File: src/rtl/occ_pkg.sv
// Shared types and helpers for the multi-gate occupancy counter.
package occ_pkg;

    // Per-gate direction-detection states: entry path (a first) and exit path (b first)
    typedef enum logic [2:0] {
        UNBLOCKED = 3'd0,
        ENT_A     = 3'd1,
        ENT_AB    = 3'd2,
        ENT_B     = 3'd3,
        EXT_B     = 3'd4,
        EXT_AB    = 3'd5,
        EXT_A     = 3'd6
    } t_gate_state;

    // Width needed to hold an occupancy in the range 0..capacity
    function automatic int occ_cnt_w(input int capacity);
        return $clog2(capacity + 1);
    endfunction

endpackage

File: src/rtl/occ_gate_fsm.sv
// One gate's direction detector: outer sensor a, inner sensor b.
// A car entering blocks a, then a+b, then b, then clears; exit is the mirror.
// Event pulses are Mealy outputs, suppressed while reset is asserted.
module occ_gate_fsm
    import occ_pkg::*;
(
    input  logic i_clk,
    input  logic i_rst,
    input  logic i_a,
    input  logic i_b,
    output logic o_car_enter,
    output logic o_car_exit,
    output logic o_seq_err
);

    t_gate_state r_state;
    t_gate_state w_next;
    logic        w_enter;
    logic        w_exit;
    logic        w_err;

    // State register
    always_ff @(posedge i_clk) begin
        if (i_rst) begin
            r_state <= UNBLOCKED;
        end else begin
            r_state <= w_next;
        end
    end

    // Next-state and event decode from current state and the {a,b} sensor pair
    always_comb begin
        w_next  = r_state;
        w_enter = 1'b0;
        w_exit  = 1'b0;
        w_err   = 1'b0;
        case (r_state)
            UNBLOCKED: begin
                case ({i_a, i_b})
                    2'b10:   w_next = ENT_A;
                    2'b01:   w_next = EXT_B;
                    2'b11:   w_err  = 1'b1;
                    default: w_next = UNBLOCKED;
                endcase
            end
            ENT_A: begin
                case ({i_a, i_b})
                    2'b11:   w_next = ENT_AB;
                    2'b00:   w_next = UNBLOCKED;
                    2'b01:   begin w_next = UNBLOCKED; w_err = 1'b1; end
                    default: w_next = ENT_A;
                endcase
            end
            ENT_AB: begin
                case ({i_a, i_b})
                    2'b01:   w_next = ENT_B;
                    2'b10:   w_next = ENT_A;
                    2'b00:   begin w_next = UNBLOCKED; w_err = 1'b1; end
                    default: w_next = ENT_AB;
                endcase
            end
            ENT_B: begin
                case ({i_a, i_b})
                    2'b00:   begin w_next = UNBLOCKED; w_enter = 1'b1; end
                    2'b11:   w_next = ENT_AB;
                    2'b10:   begin w_next = UNBLOCKED; w_err = 1'b1; end
                    default: w_next = ENT_B;
                endcase
            end
            EXT_B: begin
                case ({i_a, i_b})
                    2'b11:   w_next = EXT_AB;
                    2'b00:   w_next = UNBLOCKED;
                    2'b10:   begin w_next = UNBLOCKED; w_err = 1'b1; end
                    default: w_next = EXT_B;
                endcase
            end
            EXT_AB: begin
                case ({i_a, i_b})
                    2'b10:   w_next = EXT_A;
                    2'b01:   w_next = EXT_B;
                    2'b00:   begin w_next = UNBLOCKED; w_err = 1'b1; end
                    default: w_next = EXT_AB;
                endcase
            end
            EXT_A: begin
                case ({i_a, i_b})
                    2'b00:   begin w_next = UNBLOCKED; w_exit = 1'b1; end
                    2'b11:   w_next = EXT_AB;
                    2'b01:   begin w_next = UNBLOCKED; w_err = 1'b1; end
                    default: w_next = EXT_A;
                endcase
            end
            default: w_next = UNBLOCKED;
        endcase
    end

    assign o_car_enter = w_enter & ~i_rst;
    assign o_car_exit  = w_exit  & ~i_rst;
    assign o_seq_err   = w_err   & ~i_rst;

endmodule

File: src/rtl/multi_gate_occupancy_counter.sv
// Lot occupancy tracker: NUM_GATES direction-detecting gates feeding one
// saturating occupancy counter with full/empty and sticky over/underflow.
// Build option OCC_SENSOR_SYNC_EN inserts a 2-flop synchronizer on every
// sensor bit ahead of the gate FSMs (adds 2 cycles of event latency).
module multi_gate_occupancy_counter
    import occ_pkg::*;
#(
    parameter int NUM_GATES = 2,
    parameter int CAPACITY  = 200,
    parameter int CNT_W     = occ_cnt_w(CAPACITY)
) (
    input  logic                 i_clk,
    input  logic                 i_rst,
    input  logic [NUM_GATES-1:0] i_a,
    input  logic [NUM_GATES-1:0] i_b,
    input  logic                 i_clr,
    output logic [NUM_GATES-1:0] o_car_enter,
    output logic [NUM_GATES-1:0] o_car_exit,
    output logic [NUM_GATES-1:0] o_seq_err,
    output logic [CNT_W-1:0]     o_count,
    output logic                 o_full,
    output logic                 o_empty,
    output logic                 o_overflow,
    output logic                 o_underflow
);

    // Delta width holds -NUM_GATES..+NUM_GATES; sum width covers count plus delta with margin
    localparam int DW = $clog2(NUM_GATES + 1) + 1;
    localparam int SW = CNT_W + DW + 1;
    localparam logic signed [SW-1:0] CAP_S = SW'(CAPACITY);

    logic [NUM_GATES-1:0] w_a;
    logic [NUM_GATES-1:0] w_b;

`ifdef OCC_SENSOR_SYNC_EN
    logic [NUM_GATES-1:0] r_a_s1;
    logic [NUM_GATES-1:0] r_a_s2;
    logic [NUM_GATES-1:0] r_b_s1;
    logic [NUM_GATES-1:0] r_b_s2;

    // Two-stage synchronizer on each asynchronous sensor bit
    always_ff @(posedge i_clk) begin
        if (i_rst) begin
            r_a_s1 <= '0;
            r_a_s2 <= '0;
            r_b_s1 <= '0;
            r_b_s2 <= '0;
        end else begin
            r_a_s1 <= i_a;
            r_a_s2 <= r_a_s1;
            r_b_s1 <= i_b;
            r_b_s2 <= r_b_s1;
        end
    end

    assign w_a = r_a_s2;
    assign w_b = r_b_s2;
`else
    assign w_a = i_a;
    assign w_b = i_b;
`endif

    for (genvar g = 0; g < NUM_GATES; g++) begin : g_gate
        occ_gate_fsm u_gate (
            .i_clk       (i_clk),
            .i_rst       (i_rst),
            .i_a         (w_a[g]),
            .i_b         (w_b[g]),
            .o_car_enter (o_car_enter[g]),
            .o_car_exit  (o_car_exit[g]),
            .o_seq_err   (o_seq_err[g])
        );
    end

    logic [DW-2:0]          w_pop_enter;
    logic [DW-2:0]          w_pop_exit;
    logic signed [DW-1:0]   w_delta;
    logic signed [SW-1:0]   w_sum;
    logic                   w_over;
    logic                   w_under;
    logic [CNT_W-1:0]       r_count;
    logic                   r_overflow;
    logic                   r_underflow;

    // Count this cycle's enter and exit pulses across all gates
    always_comb begin
        w_pop_enter = '0;
        w_pop_exit  = '0;
        for (int g = 0; g < NUM_GATES; g++) begin
            w_pop_enter = w_pop_enter + (DW-1)'(o_car_enter[g]);
            w_pop_exit  = w_pop_exit  + (DW-1)'(o_car_exit[g]);
        end
    end

    // Net change and unclamped next occupancy; enters and exits cancel before clamping
    assign w_delta = $signed({1'b0, w_pop_enter}) - $signed({1'b0, w_pop_exit});
    assign w_sum   = $signed({{(SW-CNT_W){1'b0}}, r_count}) + SW'(w_delta);
    assign w_over  = (w_sum > CAP_S);
    assign w_under = (w_sum < 0);

    // Occupancy register with clamp and sticky saturation flags; clear drops same-cycle events
    always_ff @(posedge i_clk) begin
        if (i_rst || i_clr) begin
            r_count     <= '0;
            r_overflow  <= 1'b0;
            r_underflow <= 1'b0;
        end else if (w_over) begin
            r_count    <= CNT_W'(CAPACITY);
            r_overflow <= 1'b1;
        end else if (w_under) begin
            r_count     <= '0;
            r_underflow <= 1'b1;
        end else begin
            r_count <= w_sum[CNT_W-1:0];
        end
    end

    assign o_count     = r_count;
    assign o_full      = (r_count == CNT_W'(CAPACITY));
    assign o_empty     = (r_count == '0);
    assign o_overflow  = r_overflow;
    assign o_underflow = r_underflow;

endmodule
File: config.mk
export PLATFORM = sky130hd
export DESIGN_NAME = multi_gate_occupancy_counter
export DESIGN_NICKNAME = d
export VERILOG_FILES = /design/src/rtl/occ_pkg.sv /design/src/rtl/occ_gate_fsm.sv /design/src/rtl/multi_gate_occupancy_counter.sv
export SDC_FILE = /design/constraint.sdc
export NUM_CORES = 1
export LEC_CHECK = 0
export BUFFER_PORTS_ARGS = -buffer_cell sky130_fd_sc_hd__buf_2
export CAP_MARGIN = 20
export CORE_ASPECT_RATIO = 1.25
export CORE_MARGIN = 2
export CORE_UTILIZATION = 45
export CTS_CLUSTER_SIZE = 14
export DETAILED_ROUTE_END_ITERATION = 10
export MAX_ROUTING_LAYER = met4
export PLACE_DENSITY = 0.75
export SLEW_MARGIN = 20
export SYNTH_ARGS = -nofsm -noshare
export SYNTH_HDL_FRONTEND = slang
export SYNTH_SLANG_ARGS = --single-unit
File: constraint.sdc
create_clock -name i_clk -period 4.98 [get_ports i_clk]
set_input_delay 0.996 -clock i_clk [delete_from_list [all_inputs] [get_ports i_clk]]
set_output_delay 0.996 -clock i_clk [all_outputs]
set_load 0.01 [all_outputs]
## After elaboration in Yosys (flattened, before gate mapping)

Cells that the tools add are included.
Widths: inputs -> output; s select.

| operators by class | value |
|---|---|
| add/sub/neg operators | 4 |
| $lt $le $gt $ge | 2 |
| equal/unequal tests | 21 |
| multiplexer cells | 32 |
| bitwise logic cells | 8 |
| reduce and logical (&&, ||, !) cells | 18 |

Operators with widths:

| cell | number |
|---|---|
| $pmux 3 s7 | 2 |
| $pmux 3 s3 | 4 |
| $pmux 3 s2 | 4 |
| $reduce_or 2->1 | 10 |
| $eq 3x3->1 const B | 6 |
| $mux 8 | 2 |
| $pmux 2 s2 | 4 |
| $eq 3x2->1 const B | 4 |
| $mux 1 | 12 |
| $pmux 2 s3 | 2 |
| $add 9x3->10 | 1 |
| $gt 10x9->1 const B | 1 |
| $lt 10x1->1 const B | 1 |
| $eq 2x2->1 const B | 4 |
| $eq 8x8->1 const B | 1 |
| $logic_not 8->1 | 1 |
| $pmux 1 s4 | 2 |
| $and 1x1->1 | 6 |
| $eq 3x1->1 const B | 2 |
| $logic_not 3->1 | 2 |
| $add 1x1->2 | 2 |
| $eq 2x1->1 const B | 2 |
| $logic_not 2->1 | 2 |
| $ne 2x2->1 const B | 2 |
| other kinds (5) | 6 |

| storage, ports and cells | value |
|---|---|
| register bits | 16 |
| input port bits | 7 |
| output and inout port bits | 18 |

## Depth between registers and ports, before layout

| depth | value |
|---|---|
| word-level depth | 10 |
| depth in mapped cells | 17 |

## Modules after synthesis

Synthesis repeated with hierarchy kept, for this count alone.

| unflattened totals | value |
|---|---|
| cells, all modules | 232 |
| area total of the unflattened synthesis | 2005.7 um^2 |

Modules (own cells, without submodules):

| module | instances | cells each | area an instance (um^2) | seq. area each (um^2) |
|---|---|---|---|---|
| multi_gate_occupancy_counter | 1 | 128 | 1112.3 | 200.2 |
| occ_gate_fsm | 2 | 52 | 446.7 | 60.1 |

## Worst setup path after synthesis

No wires, ideal clock.

| timing | value |
|---|---|
| path kind | input -> register |
| start point | input i_a[1] |
| end point | register r_count[3], in the netlist o_count[3] |
| library setup time | 0.060 ns |
| data arrival time | 4.823 ns |
| slack | 0.097 ns |
| stages on the path | 16 |
| buffers on the path | 0 |
| cells stage by stage | inv_1 ha_1 nor2b_1 nor3b_1 fa_1 inv_1 ha_1 inv_1 ha_1 fa_1 nor4b_4 a211o_4 a2111oi_4 or4_4 a221oi_4 o31a_1 |

| between the ends | value |
|---|---|
| longest elaborated chain between the ends | 10 |
| elaborated cells between the ends (all ways) | 14 |
| classes of those cells | add/sub: 4; order compare: 2; mux: 5; bitwise: 2; reduce/logical: 1 |

RTL lines:

| element | line | text |
|---|---|---|
| start: declaration | multi_gate_occupancy_counter.sv:14 | `input logic [NUM_GATES-1:0] i_a,` |
| $logic_not 2->1 (*) | occ_gate_fsm.sv:87 | `case ({i_a, i_b})` |
| $mux 1 (*) | occ_gate_fsm.sv:87 |  |
| $mux 1 (*) | occ_gate_fsm.sv:37 | `case (r_state)` |
| $and 1x1->1 (*) | occ_gate_fsm.sv:99 | `assign o_car_exit = w_exit & ~i_rst;` |
| named net g_gate[1].u_gate.o_car_exit | occ_gate_fsm.sv:12 | `output logic o_car_exit,` |
| $add 1x1->2 (*) | multi_gate_occupancy_counter.sv:91 | `w_pop_exit = w_pop_exit + (DW-1)'(o_car_exit[g]);` |
| $sub 2x2->3 (*) | multi_gate_occupancy_counter.sv:96 | `assign w_delta = $signed({1'b0, w_pop_enter}) - $signed({1'b0, w_pop_exit});` |
| $add 9x3->10 (*) | multi_gate_occupancy_counter.sv:97 | `assign w_sum = $signed({{(SW-CNT_W){1'b0}}, r_count}) + SW'(w_delta);` |
| $lt 10x1->1 | multi_gate_occupancy_counter.sv:99 | `assign w_under = (w_sum < 0);` |
| $mux 8 | multi_gate_occupancy_counter.sv:110 | `end else if (w_under) begin` |
| $mux 8 (*) | multi_gate_occupancy_counter.sv:107 | `end else if (w_over) begin` |
| end signal: assignment | multi_gate_occupancy_counter.sv:108 | `r_count <= CNT_W'(CAPACITY);` |
| end signal: assignment | multi_gate_occupancy_counter.sv:114 | `r_count <= w_sum[CNT_W-1:0];` |
| end: declaration | multi_gate_occupancy_counter.sv:81 | `logic [CNT_W-1:0] r_count;` |

The timed path passes the listed nets; every way through them passes the cells marked *.
A chain may end at the register's enable or synchronous reset.

## Worst setup path in the final report

| timing | value |
|---|---|
| start point | input i_a[1] |
| end point | register r_count[3], in the netlist o_count[3] |

| between the ends | value |
|---|---|
| longest elaborated chain between the ends | 10 |
| elaborated cells between the ends (all ways) | 14 |
| classes of those cells | add/sub: 4; order compare: 2; mux: 5; bitwise: 2; reduce/logical: 1 |

RTL lines:

| element | line |
|---|---|
| $logic_not 2->1 (*) | occ_gate_fsm.sv:63, occ_gate_fsm.sv:87 |
| $mux 1 (*) | occ_gate_fsm.sv:63, occ_gate_fsm.sv:87 |
| $mux 1 | occ_gate_fsm.sv:37 |
| $and 1x1->1, on equally long branches | occ_gate_fsm.sv:98, occ_gate_fsm.sv:99 |
| $add 1x1->2, on equally long branches | multi_gate_occupancy_counter.sv:90, multi_gate_occupancy_counter.sv:91 |
| $sub 2x2->3 (*) | multi_gate_occupancy_counter.sv:96 |
| $add 9x3->10 (*) | multi_gate_occupancy_counter.sv:97 |
| $lt 10x1->1 | multi_gate_occupancy_counter.sv:99 |
| $mux 8 | multi_gate_occupancy_counter.sv:110 |
| $mux 8 (*) | multi_gate_occupancy_counter.sv:107 |

Mark *: on every way between the ends. The rest lies on a longest branch, timed or not.

==> impl_summary.txt <==
----------------------------------------------------
[STA]
  Share of the clock period used by the worst path after layout ... 94.5%
  Setup skew after layout ... 0.00150 ns
  Headroom to the max-slew limit ... 58.4%
  Slew Limit Fails ... 0
  Final Setup Violations ... 0
  Top achievable clock speed ... 0.212 GHz
  RSZ-0062 raised after global routing ... no
  Hold violation count in the final report ... 0
  Slew @ Worst Pin ... 0.623 ns
  Final critical path time including I/O delays and setup ... 4.71 ns

[Min path]
  Path category of the worst min-delay check ... flip-flop to flip-flop
  Worst Hold Depth ... 2
  Worst Hold Launch ... o_underflow
  Hold worst-path end ... o_underflow

[Flow run]
  Reported max-cap violation count ... 0

[Clock tree]
  Bufs on Longest Clock Path ... 2
  Clock transition at the register clock pins on the worst setup and hold paths after CTS ... 0.06 ns
  Clock latency reported for the late side of the worst-skew pair ... 0.25 ns
  Hold bufs inserted after CTS ... 0
  Clock root buffer master ... clkbuf_8
  Number of buffers created by CTS ... 3
  Clock tree from TritonCTS ... yes
  Number of sinks driven by the clock tree ... 16
  Max H-tree Level ... 1
  Post-CTS setup-driven buffer insertion count ... 0
  Gates resized, CTS repair ... 0

[Floorplanning]
  Chip width ... 61.5 um
  Full die area ... 4670 um2
  Die boundary height ... 75.9 um
  Number of rows in the core area ... 26
  Ports placed on the boundary ... 25
  Core Region ... 4030 um2
  Initial Util ... 46.2%

[Pwr]
  Areal power density over the cells ... 148 nW/um2
  Clock power frac ... 36.4%
  Combinational cell fraction of total power ... 19.4%
  Proportion of power drawn by flip-flops and latches ... 44.2%
  Leakage power summed over all cells ... 0.994 nW
  IR drop worst, VDD ... 0.000135 V
  Switching power total ... 84.1 uW
  Switching part of the total ... 26.7%
  Internal power consumption ... 231 uW
  Overall power ... 315 uW

[Synth]
  Number of nets produced by synthesis ... 253
  Flop and latch count out of synthesis ... 16
  Post-synth EDFFs ... 0
  Mean area per synthesized cell ... 8.31 um2
  Count of cell types in the netlist ... 57
  Asr flop ratio synth ... 0%
  Prevailing post-synth register cell ... dfxtp_1
  Post-Synthesis Cells ... 224
  Synthesized area ... 1860 um2
  Leading post-synthesis cells by cell area ... dfxtp_1 (17%), ha_1 (13%), a21oi_1 (4.6%), nor2_1 (4.2%), inv_1 (3.6%)
  Synth warnings ... 0
  Library cell occupying the most area in the post-synthesis netlist ... dfxtp_1
  Proportion of synthesized chip area in sequential cells ... 17.2%
  Share of the synthesized area in the top cell type ... 17.2%

[Global routing]
  Total congestion overflow after global routing ... 0
  Global router's overall resource usage ... 19.0%
  Number of global-route vias before repair ... 1598
  Pin count of the biggest net entering global routing ... 19
  First-pass GRT wire length ... 6930 um
  Initial antenna violation count ... 0

[Setup path]
  Required time reported for the critical path endpoint ... 5.17 ns
  Category of the critical setup timing path ... input port to flip-flop
  Worst setup EP type ... flip-flop
  Arrival time of data at the critical path endpoint ... 4.90 ns
  Maximum fanout along the worst path ... 7
  Flop-to-flop setup slack ... 0.74 ns
  Reg2reg end ... o_count[3]
  R2R Path Start ... g_gate[1].u_gate.r_state[1]
  Type of origin of the critical path ... input port
  Register-to-Register Path Depth ... 15

[Routing]
  Ratio of routed vias to standard cells ... 5.57
  Routed WL per cell ... 13.3 um
  Post-route ant nets ... 0
  Via count of the routed design ... 1710
  Final wirelength ... 4100 um
  TritonRoute pass-1 iters ... 4
  Number of DRC violations after detailed routing ... 0
  Violation count after the first detailed-routing iteration ... 87

[Layout]
  Summed area of non-filler cells in the final layout ... 2130 um2
  Antenna Cells ... 0
  Fraction of layout instances using a drive strength above 1 ... 27.9%
  Post-synthesis to final-layout area growth ... 14.7%
  Layout Cells excl Fill ... 307
  Total number of nets in the final design ... 281

[Outcome]
  Outcome ... completed

[Placed design]
  Number of cells after detailed placement ... 303
  HPWL Detailed ... 3260 um
  Port Buffers ... 24
  Placed cell area ... 2060 um2
  Gpl congestion ... 0.903

----------------------------------------------------
[worst max-delay path: stages]
cell	delay, ns
buf_2	0.10
inv_1	0.07
ha_1	0.17
nor2b_1	0.18
nor3b_4	0.24
fa_1	0.44
inv_1	0.07
ha_1	0.14
inv_1	0.05
ha_1	0.31
fa_2	0.41
and4bb_2	0.36
a211o_4	0.13
a2111oi_4	0.07
or4_4	0.56
a221oi_4	0.42
o31a_1	0.18
[power by group through the flow]
stage / sequential [mW] / clock (mW) / combinational (mW)
floorplan: 0.135 / 0 / 0.0492
global placement: 0.141 / 0 / 0.0595
detailed placement: 0.142 / 0 / 0.0607
CTS: 0.139 / 0.117 / 0.0608
global route: 0.140 / 0.121 / 0.0690
finish: 0.139 / 0.115 / 0.0611
[registers in the layout, summed over array words and instances, names as in the netlist]
signal	cells
g_gate.u_gate.r_state	6
o_count	8
o_overflow	1
o_underflow	1
[area by class of cell]
cell class	count	area (um2)
Sequential cell	16	320
Tap cell	56	70.1
Fill cell	416	1900
Timing Repair Buffer	44	270
Inverter	18	67.6
Multi-Input combinational cell	169	1350
Clock buffer	4	55.1
[worst max-delay path by stage]
| stage | start | end | slack, ns | depth (start not counted) |
|---|---|---|---|---|
| 2_1_floorplan | i_a[1] | o_count[3] | 0.1 | 16 |
| 3_3_place_gp | i_a[1] | o_count[3] | -0.06 | 17 |
| 3_5_place_dp | i_a[1] | o_overflow | -0.22 | 17 |
| 4_1_cts | i_a[1] | o_count[3] | 0.02 | 17 |
| 5_1_grt | i_b[1] | o_count[5] | 0.03 | 17 |
| 6_report | i_a[1] | o_count[3] | 0.27 | 17 |
[synth_stat cells (all sizes together), types with 6 or more instances]
cell type  number
o21ai           7
nand3           8
inv            18
dfxtp          16
a21oi          17
nor3            7
ha             20
nor2b           6
buf            11
nand2           9
clkbuf         10
a211oi          6
nor2           21
[metal layers]
metal | GRT usage [%] | part of all wire (%)
met1 | 24.7 | 43
met2 | 30.4 | 50
met3 | 2.39 | 4.4
met4 | 5.32 | 2.2
met5 | - | 0
[cell families (layout without fill, tap and decap cells)]
| group | count (synthesis) | count (layout) | share of synthesized area [%] |
|---|---|---|---|
| buffers and inverters | 39 | 66 | 11.2 |
| XOR/XNOR | 9 | 9 | 4.23 |
| multiplexers | 4 | 4 | 3.56 |
| AO/OA/AOI/OAI | 62 | 62 | 26.2 |
| adder cells (fa/ha/maj) | 22 | 22 | 15.6 |
| AND/OR/NAND/NOR | 72 | 72 | 22.0 |
| flip-flops | 16 | 16 | 17.2 |
[cells in the final DEF (no fill, tap or decap), types with 3 or more instances in the layout]
cell	synthesis	routed
a211oi_1	5	5
buf_2	0	24
nor2b_1	6	6
a21oi_1	17	17
nand2_1	9	9
nor3_1	7	7
xnor2_1	5	5
nor2_1	21	21
nor4b_1	3	3
clkbuf_8	1	4
buf_4	8	20
dfxtp_1	16	16
a21o_2	3	3
o21ai_0	6	6
xor2_1	4	4
nand3_1	8	8
ha_1	20	20
a31oi_1	3	3
inv_1	18	18
[through the flow]
step,hold slack [ns],util (%),setup TNS (ns),setup WS [ns]
5_1_grt,0.515,52.9,0,0.0310
4_1_cts,0.468,52.5,0,0.0228
3_5_place_dp,0.454,51.1,-1.47,-0.222
2_1_floorplan,0.488,-,0,0.0973
6_report,0.465,52.9,0,0.273
3_3_place_gp,0.449,51.1,-0.371,-0.0645
No activity file was read; power rests on OpenSTA's default activity.
